$ cat src/rtl/dice_display.sv
// Display stage for the dice roller: decodes the two BCD result digits onto a
// multiplexed 2-digit 7-segment display and tracks rolling/settled activity.
module dice_display #(
  parameter int unsigned SCAN_DIV      = 64,
  parameter int unsigned GUARD         = 2,
  parameter int unsigned SETTLE_CYCLES = 8192,
  parameter int unsigned BLINK_DIV     = 4096
) (
  input  logic       clk,
  input  logic       rst_n,
  input  logic       ena,
  input  logic [3:0] digit10,
  input  logic [3:0] digit1,
  output logic [6:0] seg,
  output logic       dp,
  output logic [1:0] dig_sel,
  output logic       rolling,
  output logic       settled
);

  localparam int unsigned SCAN_W   = $clog2(SCAN_DIV);
  localparam int unsigned SETTLE_W = $clog2(SETTLE_CYCLES + 1);
  localparam int unsigned BLINK_W  = $clog2(BLINK_DIV + 1);
  localparam int unsigned HALF_W   = 3;
  localparam int unsigned HALVES   = 6;

  typedef enum logic [1:0] {IDLE, ROLLING, RESULT, SHOW} state_t;

  state_t              state, state_nxt;
  logic [7:0]          prev;
  logic [SCAN_W-1:0]   scan_cnt, scan_nxt;
  logic                phase, phase_nxt;
  logic [SETTLE_W-1:0] settle_cnt, settle_nxt;
  logic [BLINK_W-1:0]  blink_sub, sub_nxt;
  logic [HALF_W-1:0]   blink_half, half_nxt;

  logic       change;
  logic       scan_wrap;
  logic       blink_off;
  logic       tens_blank;
  logic [6:0] seg_pat;
  logic [6:0] seg_nxt;
  logic       dp_nxt;
  logic [1:0] dig_sel_nxt;
  logic       settled_nxt;

  // BCD to {g,f,e,d,c,b,a}; non-decimal codes show a dash
  function automatic logic [6:0] decode(input logic [3:0] d);
    case (d)
      4'd0:    decode = 7'h3F;
      4'd1:    decode = 7'h06;
      4'd2:    decode = 7'h5B;
      4'd3:    decode = 7'h4F;
      4'd4:    decode = 7'h66;
      4'd5:    decode = 7'h6D;
      4'd6:    decode = 7'h7D;
      4'd7:    decode = 7'h07;
      4'd8:    decode = 7'h7F;
      4'd9:    decode = 7'h6F;
      default: decode = 7'h40;
    endcase
  endfunction

  // Next-state and next-output logic; outputs are registered from these
  always_comb begin
    state_nxt   = state;
    settle_nxt  = settle_cnt;
    sub_nxt     = blink_sub;
    half_nxt    = blink_half;
    settled_nxt = 1'b0;
    blink_off   = 1'b0;

    change    = {digit10, digit1} != prev;
    scan_wrap = scan_cnt == SCAN_W'(SCAN_DIV - 1);
    scan_nxt  = scan_wrap ? '0 : scan_cnt + SCAN_W'(1);
    phase_nxt = phase ^ scan_wrap;

    case (state)
      IDLE, SHOW: begin
        if (change) begin
          state_nxt  = ROLLING;
          settle_nxt = '0;
        end
      end
      ROLLING: begin
        if (change) begin
          settle_nxt = '0;
        end else if (settle_cnt == SETTLE_W'(SETTLE_CYCLES - 1)) begin
          state_nxt   = RESULT;
          settle_nxt  = '0;
          sub_nxt     = '0;
          half_nxt    = '0;
          settled_nxt = 1'b1;
        end else begin
          settle_nxt = settle_cnt + SETTLE_W'(1);
        end
      end
      RESULT: begin
        if (change) begin
          state_nxt  = ROLLING;
          settle_nxt = '0;
          sub_nxt    = '0;
          half_nxt   = '0;
        end else if (blink_half == HALF_W'(HALVES)) begin
          state_nxt = SHOW;
          sub_nxt   = '0;
          half_nxt  = '0;
        end else begin
          // even half-periods are the dark ones, so each blink starts off
          blink_off = ~blink_half[0];
          if (blink_sub == BLINK_W'(BLINK_DIV - 1)) begin
            sub_nxt  = '0;
            half_nxt = blink_half + HALF_W'(1);
          end else begin
            sub_nxt = blink_sub + BLINK_W'(1);
          end
        end
      end
      default: state_nxt = IDLE;
    endcase

    if (!ena) begin
      state_nxt   = IDLE;
      scan_nxt    = '0;
      phase_nxt   = 1'b0;
      settle_nxt  = '0;
      sub_nxt     = '0;
      half_nxt    = '0;
      settled_nxt = 1'b0;
      blink_off   = 1'b0;
    end

    // tens blanking only when the ones digit is nonzero, so 100 reads "00"
    tens_blank = (digit10 == 4'd0) && (digit1 != 4'd0);
    if (phase_nxt) seg_pat = tens_blank ? 7'h00 : decode(digit10);
    else           seg_pat = decode(digit1);

    seg_nxt     = (ena && !blink_off) ? seg_pat : 7'h00;
    dp_nxt      = ena && (state_nxt == ROLLING) && !phase_nxt;
    dig_sel_nxt = (!ena || scan_nxt < SCAN_W'(GUARD)) ? 2'b00
                : (phase_nxt ? 2'b10 : 2'b01);
  end

  always_ff @(posedge clk or negedge rst_n) begin
    if (!rst_n) begin
      state      <= IDLE;
      prev       <= 8'h01;
      scan_cnt   <= '0;
      phase      <= 1'b0;
      settle_cnt <= '0;
      blink_sub  <= '0;
      blink_half <= '0;
      seg        <= 7'h00;
      dp         <= 1'b0;
      dig_sel    <= 2'b00;
      rolling    <= 1'b0;
      settled    <= 1'b0;
    end else begin
      state      <= state_nxt;
      prev       <= {digit10, digit1};
      scan_cnt   <= scan_nxt;
      phase      <= phase_nxt;
      settle_cnt <= settle_nxt;
      blink_sub  <= sub_nxt;
      blink_half <= half_nxt;
      seg        <= seg_nxt;
      dp         <= dp_nxt;
      dig_sel    <= dig_sel_nxt;
      rolling    <= (state_nxt == ROLLING);
      settled    <= settled_nxt;
    end
  end

endmodule

$ cat config.mk
export PLATFORM = sky130hd
export DESIGN_NAME = dice_display
export DESIGN_NICKNAME = d
export VERILOG_FILES = /design/src/rtl/dice_display.sv
export SDC_FILE = /design/constraint.sdc
export NUM_CORES = 1
export LEC_CHECK = 0
export ABC_AREA = 1
export CORE_UTILIZATION = 65
export CTS_BUF_LIST = sky130_fd_sc_hd__clkbuf_2
export CTS_CLUSTER_SIZE = 28
export DETAILED_ROUTE_END_ITERATION = 16
export GPL_TIMING_DRIVEN = 0
export PLACE_DENSITY = 0.86
export REMOVE_ABC_BUFFERS = 1
export SYNTH_ARGS = -nofsm -noshare
export SYNTH_HDL_FRONTEND = slang
export SYNTH_SLANG_ARGS = --single-unit
$ cat constraint.sdc
create_clock -name clk -period 2.9 [get_ports clk]
set_input_delay 0.435 -clock clk [delete_from_list [all_inputs] [get_ports clk]]
set_output_delay 0.435 -clock clk [all_outputs]
set_load 0.005 [all_outputs]
======== Word-level counts from Yosys, hierarchy flattened ========
Memory sizes are Yosys's and may differ from the RTL's.
Index checks and enable logic that the tools add are counted.
word-level totals
  flip-flop bits (word level) ............. 59
  bits in read-only memories .............. 224
  input port bits ......................... 11
  word-level logic and storage cells ...... 92
  memories kept ........................... 2
cells by class
  $add $sub $neg .......................... 4
  $lt $le $gt $ge ......................... 1
  equality and inequality tests ........... 14
  mux-type cells .......................... 42
  bitwise gates (word level) .............. 2
  reductions and logical operators ........ 15
memories
  memory            depth  width  rd ports  clocked after Yosys merged registers in  wr ports  RTL line  RTL
  (name not given)  16     7      1         0                                        0         49        case (d)
  (name not given)  16     7      1         0                                        0         49
operators with widths
  kind                     count
  $mux W13                 6
  $mux W14                 4
  $pmux W14 S2             1
  $pmux W13 S2             1
  $mux W7                  3
  $mux W3                  6
  $mux W2                  8
  $add A14 B1 Y14 const B  1
  $eq A14 B13 Y1 const B   1
  $add A13 B1 Y13 const B  1
  $eq A13 B12 Y1 const B   1
  $mux W6                  2
  $mux W1                  9
  $ne A8 B8 Y1             1
  $add A6 B1 Y6 const B    1
  $eq A6 B6 Y1 const B     1
  $lt A6 B2 Y1 const B     1
  $ne A3 B3 Y1 const B     2
  $pmux W2 S3              1
  $pmux W3 S2              1
  $ne A5 B5 Y1 const B     1
  $eq A2 B1 Y1 const B     2
  $eq A2 B2 Y1 const B     2
  $logic_and A1 B1 Y1      4
  15 further kinds         17

======== Logic depth before layout (Yosys ltp) ========
  word-level depth ........................ 8
  mapped depth ............................ 13
  gate-level depth less buffers ........... 13

======== Worst setup path before layout ========
Ideal clock, no wire load.
  path type ............................... flip-flop to flip-flop
  from .................................... register state[0]
  to ...................................... register blink_half[0]
  library setup time ...................... 0.121 ns
  data arrival time ....................... 1.596 ns
  required time ........................... 2.779 ns
  path slack .............................. 1.183 ns
  cell stages (with the launch flop) ...... 9
  path buffers ............................ 1
  clock period less this slack ............ 1.717 ns
  cell sequence ........................... dfrtp_1 inv_1 ha_1 clkbuf_1 clkinv_1 nor3_4 nor2_4 nand2_1 o21ai_1
between the ends
  longest elaborated chain between the ends .. 3
  elaborated cells on any way between the ends .. 9
  classes of those cells .................. eq/ne: 6; mux: 2; reduce/logical: 1
RTL lines
  element                                                        RTL line  RTL
  start, declared                                                29        state_t state, state_nxt;
  start signal, assigned                                         159       state <= state_nxt;
  $eq A2 B2 Y1 or $eq A2 B1 Y1 (tied branches)                   78        case (state)
  $ne A5 B5 Y1 (no source line), or another cell as far along    --
  $reduce_and A4 Y1 (no source line) or $mux W3 (tied branches)  --
  end signal, assigned                                           165       blink_half <= half_nxt;
  end, declared                                                  35        logic [HALF_W-1:0] blink_half, half_nxt;
Parallel ways exist; a longest one is shown, timed or not.
A chain may end at the register's enable or synchronous reset.

======== Worst setup path in the final report ========
  from .................................... input port ena
  to ...................................... register seg[5]
between the ends
  longest elaborated chain between the ends .. 4
  elaborated cells on any way between the ends .. 6
  classes of those cells .................. mux: 4; reduce/logical: 2
RTL lines
  element               RTL line  RTL
  start, declared       11        input logic ena,
  $mux W1               122       if (!ena) begin
  $logic_not A1 Y1      138       seg_nxt = (ena && !blink_off) ? seg_pat : 7'h00;
  $logic_and A1 B1 Y1   138
  $mux W7 *             138
  via seg_nxt[5]        42        logic [6:0] seg_nxt;
  end signal, assigned  166       seg <= seg_nxt;
  end, declared         14        output logic [6:0] seg,
Mark *: on every way through the listed nets, which the timed path passes. The rest lies on a longest branch.

==> impl_table.tex <==
\begin{tabular}{lr}
\hline
Metric & Value \\
\hline
\multicolumn{2}{l}{\textbf{Floorplan}} \\
\quad Top-level port count & 23 \\
\quad Die outline area & between 5000 and 6000 um\^{}2 \\
\quad Core Rows & 26 \\
\quad Die span in y & roughly 76 um \\
\quad Total core area & $\sim$5200 um\^{}2 \\
\quad Initial Utilization & between 60\% and 70\% \\
\quad Chip width & about 76 um \\
\multicolumn{2}{l}{\textbf{Critical path}} \\
\quad Largest fanout on the critical path & 18 \\
\quad Data arrival, critical path & about 2700 ps \\
\quad Required time of the critical path & between 3000 and 4000 ps \\
\quad Crit. End Element & flip-flop \\
\quad Critical path launch point type & primary input \\
\quad Classification of the worst setup path & primary input to flip-flop \\
\multicolumn{2}{l}{\textbf{Routing}} \\
\quad DRC viols & 0 \\
\quad Detailed-routing iteration count for the pre-antenna-repair pass & 6 \\
\quad Total wirelength of the detailed-routed design & $\sim$7.7 mm \\
\quad First-iteration detailed-routing DRC count & 197 \\
\quad Via count & $\sim$3,200 \\
\quad DRT antenna net count & 0 \\
\quad Wire length per cell after detailed routing & 13.6 um \\
\quad Routed vias/inst & between 5 and 6 \\
\multicolumn{2}{l}{\textbf{Timing}} \\
\quad Final worst slack & between 500 and 600 ps \\
\quad Endpoints failing setup & 0 \\
\quad Unrepaired setup endpoints after global routing & no \\
\quad Crit share post-route & about 80\% \\
\quad Worst relative slew slack & 46.6\% \\
\quad Max Slew Vio Count & 0 \\
\quad Maximum operating frequency & between 400 and 500 MHz \\
\quad Worst clock skew on the final layout & between 20 and 30 ps \\
\quad Number of endpoints with negative hold slack in the final report & 0 \\
\quad Post-layout min period & around 2400 ps \\
\quad Worst Max-Slew Pin Slew & 799 ps \\
\quad Total negative slack for setup checks & 0 ps \\
\multicolumn{2}{l}{\textbf{Synth}} \\
\quad Most instantiated library cell after synthesis & nand2\_1 \\
\quad Post-synth top area share & 40.7\% \\
\quad Register area share after synthesis & between 40\% and 50\% \\
\quad FFs w/ async S/R, synth & between 90\% and 100\% \\
\quad Synth Instances & between 400 and 500 \\
\quad Top cell types by occurrence after synthesis & nand2\_1, inv\_1, dfrtp\_1, nand3\_1, nor2\_1 \\
\quad Distinct cells, synth & 37 \\
\quad Number of register bits inferred by synthesis & just under 60 \\
\quad Warning count from the yosys run & 0 \\
\quad Top area cells in the synthesized netlist & dfrtp\_1, nand2\_1, nand3\_1 \\
\quad Post-synthesis cell type with the largest combined area & dfrtp\_1 \\
\quad Number of synthesized flops with an enable pin & 0 \\
\quad Cell area after synthesis & around 3600 um\^{}2 \\
\quad Average footprint of a synthesized cell & between 7 and 8 um\^{}2 \\
\quad Dominant synthesized flop cell & dfrtp\_1 \\
\multicolumn{2}{l}{\textbf{Clocking}} \\
\quad Depth of the CTS H-tree & 3 \\
\quad Number of buffers created by CTS & 9 \\
\quad TritonCTS clock tree & yes \\
\quad Setup Buffers After CTS & 0 \\
\quad Root buffer selected by CTS & clkbuf\_2 \\
\quad Clock latency at the later pin of the worst-skew pair & $\sim$500 ps \\
\quad Clock sink total & 59 \\
\quad Clk buf depth & 2 \\
\quad Worst-path clk slew & between 150 and 200 ps \\
\multicolumn{2}{l}{\textbf{Run}} \\
\quad Max capacitance violation total & 0 \\
\multicolumn{2}{l}{\textbf{Cells and area}} \\
\quad Net count, final & 517 \\
\quad Post-route non-filler standard cell count & 566 \\
\quad Finished Core Util & between 70\% and 80\% \\
\quad Share of cells above drive strength 1 & between 10\% and 20\% \\
\quad Diodes inserted & 0 \\
\quad Synth-to-layout area growth & 12.3\% \\
\multicolumn{2}{l}{\textbf{Global route}} \\
\quad Residual overflow from global routing & 0 \\
\quad Largest net degree at the start of global routing & 39 \\
\quad Wire length of the first global-routing pass & 13.4 mm \\
\quad Total global routing track utilization & between 20 and 30\% \\
\quad Initial antenna violation count & 0 \\
\quad Via count of the first global-routing pass & roughly 3,100 \\
\multicolumn{2}{l}{\textbf{Placed design}} \\
\quad Final weighted congestion in routability-driven placement & about 0.9 \\
\quad Placed insts & $\sim$550 \\
\quad Sum of net half-perimeters after detailed placement & 5.51 mm \\
\quad Number of port buffers & 22 \\
\quad Post-place setup slack & -218 ps \\
\multicolumn{2}{l}{\textbf{Pwr}} \\
\quad Leakage & a little under 2 nW \\
\quad Power Density & between 400 and 500 nW/um\^{}2 \\
\quad Post-layout total power & roughly 1.8 mW \\
\quad Worst IR drop on VDD & 0.000448 V \\
\multicolumn{2}{l}{\textbf{Status}} \\
\quad Result of the run & complete, no violations \\
\multicolumn{2}{l}{\textbf{Worst hold path}} \\
\quad Worst min-delay path class & primary input to asynchronous set/reset pin \\
\hline
\end{tabular}
-- stage by stage --
stage,area (um^2),hold WS [ps]
floorplan,3540,139
global route,4010,454
finish,4010,429
global placement,3850,480
CTS,4000,429
detailed placement,3860,439
-- where the power goes --
part | total [mW] | internal [mW] | switching, mW
combinational | 0.364 | 0.129 | 0.235
sequential | 0.889 | 0.864 | 0.0252
clock | 0.594 | 0.282 | 0.312
total | 1.85 | 1.28 | 0.572
-- metal layers --
metal	vias to the layer above	track usage, %	share of wire, %
met1	1526	35.3	42
met4	0	12.1	2.0
met3	23	6.11	5.8
met2	138	50.3	50
met5	-	0	0
li1	1542	-	-
-- path summary, 6_finish.rpt --
kind | from | to | slack (ps) | cells past startpoint
setup / recovery | ena | seg[5] | 540 | 6
hold reg to reg | scan_cnt[0] | scan_cnt[0] | 510 | 1
setup reg to reg | state[0] | seg[5] | 730 | 7
max in group asynchronous | rst_n | blink_sub[9] | 1880 | 3
hold / removal | rst_n | scan_cnt[1] | 430 | 2
min in group clk | digit10[3] | prev[7] | 450 | 1
-- worst max-delay path, cell delays in order --
cell and delay (ps):
clkdlybuf4s50_1 990, inv_1 350, nor3_2 610, a21oi_1 100
a21oi_1 160, nor2_1 70
-- kinds of logic after synthesis --
group | after synthesis | share of synthesized area [%]
buffers and inverters | 73 | 8.10
adder cells (fa/ha/maj) | 15 | 5.26
XOR/XNOR | 16 | 3.93
flip-flops | 59 | 41.4
AO/OA/AOI/OAI | 48 | 7.96
AND/OR/NAND/NOR | 250 | 33.3
-- cells in the final DEF (no fill, tap or decap), types with 3 or more instances in the layout --
master,n
nand2_1,102
inv_1,59
dfrtp_1,58
nand3_1,50
nor2_1,46
clkdlybuf4s50_1,21
o21ai_0,16
ha_1,15
nor3_1,14
xor2_1,14
nand4_1,13
a21oi_1,13
clkbuf_2,10
inv_2,5
nand2_2,5
or2_2,5
o22ai_1,5
o21ai_2,5
nor2_4,4
clkinv_1,4
nand2_4,3
o211ai_1,3
-- repair_timing --
action / 4_1_cts / 5_1_grt
hold buffers: 1 / 0
endpoints found under the setup margin: 0 / 1
hold endpoints to repair: 20 / 0
resized for setup: 0 / 1
-- cell type report --
cell class                 instances  area [um^2]
clock buffer                      10         50.0
tap                               70         87.6
timing repair buffer              24          245
multi-input combinational        329         1810
fill                             382         1200
sequential                        59         1480
clock inverter                     6         80.1
inverter                          68          260
-- state kept, by name, summed over array words and instances, names as in the netlist --
signal	count
rolling	1
blink_sub	13
prev	8
phase	1
scan_cnt	6
dig_sel	2
settle_cnt	14
settled	1
seg	7
state	2
blink_half	3
dp	1
(Power assumes the default switching activity.)
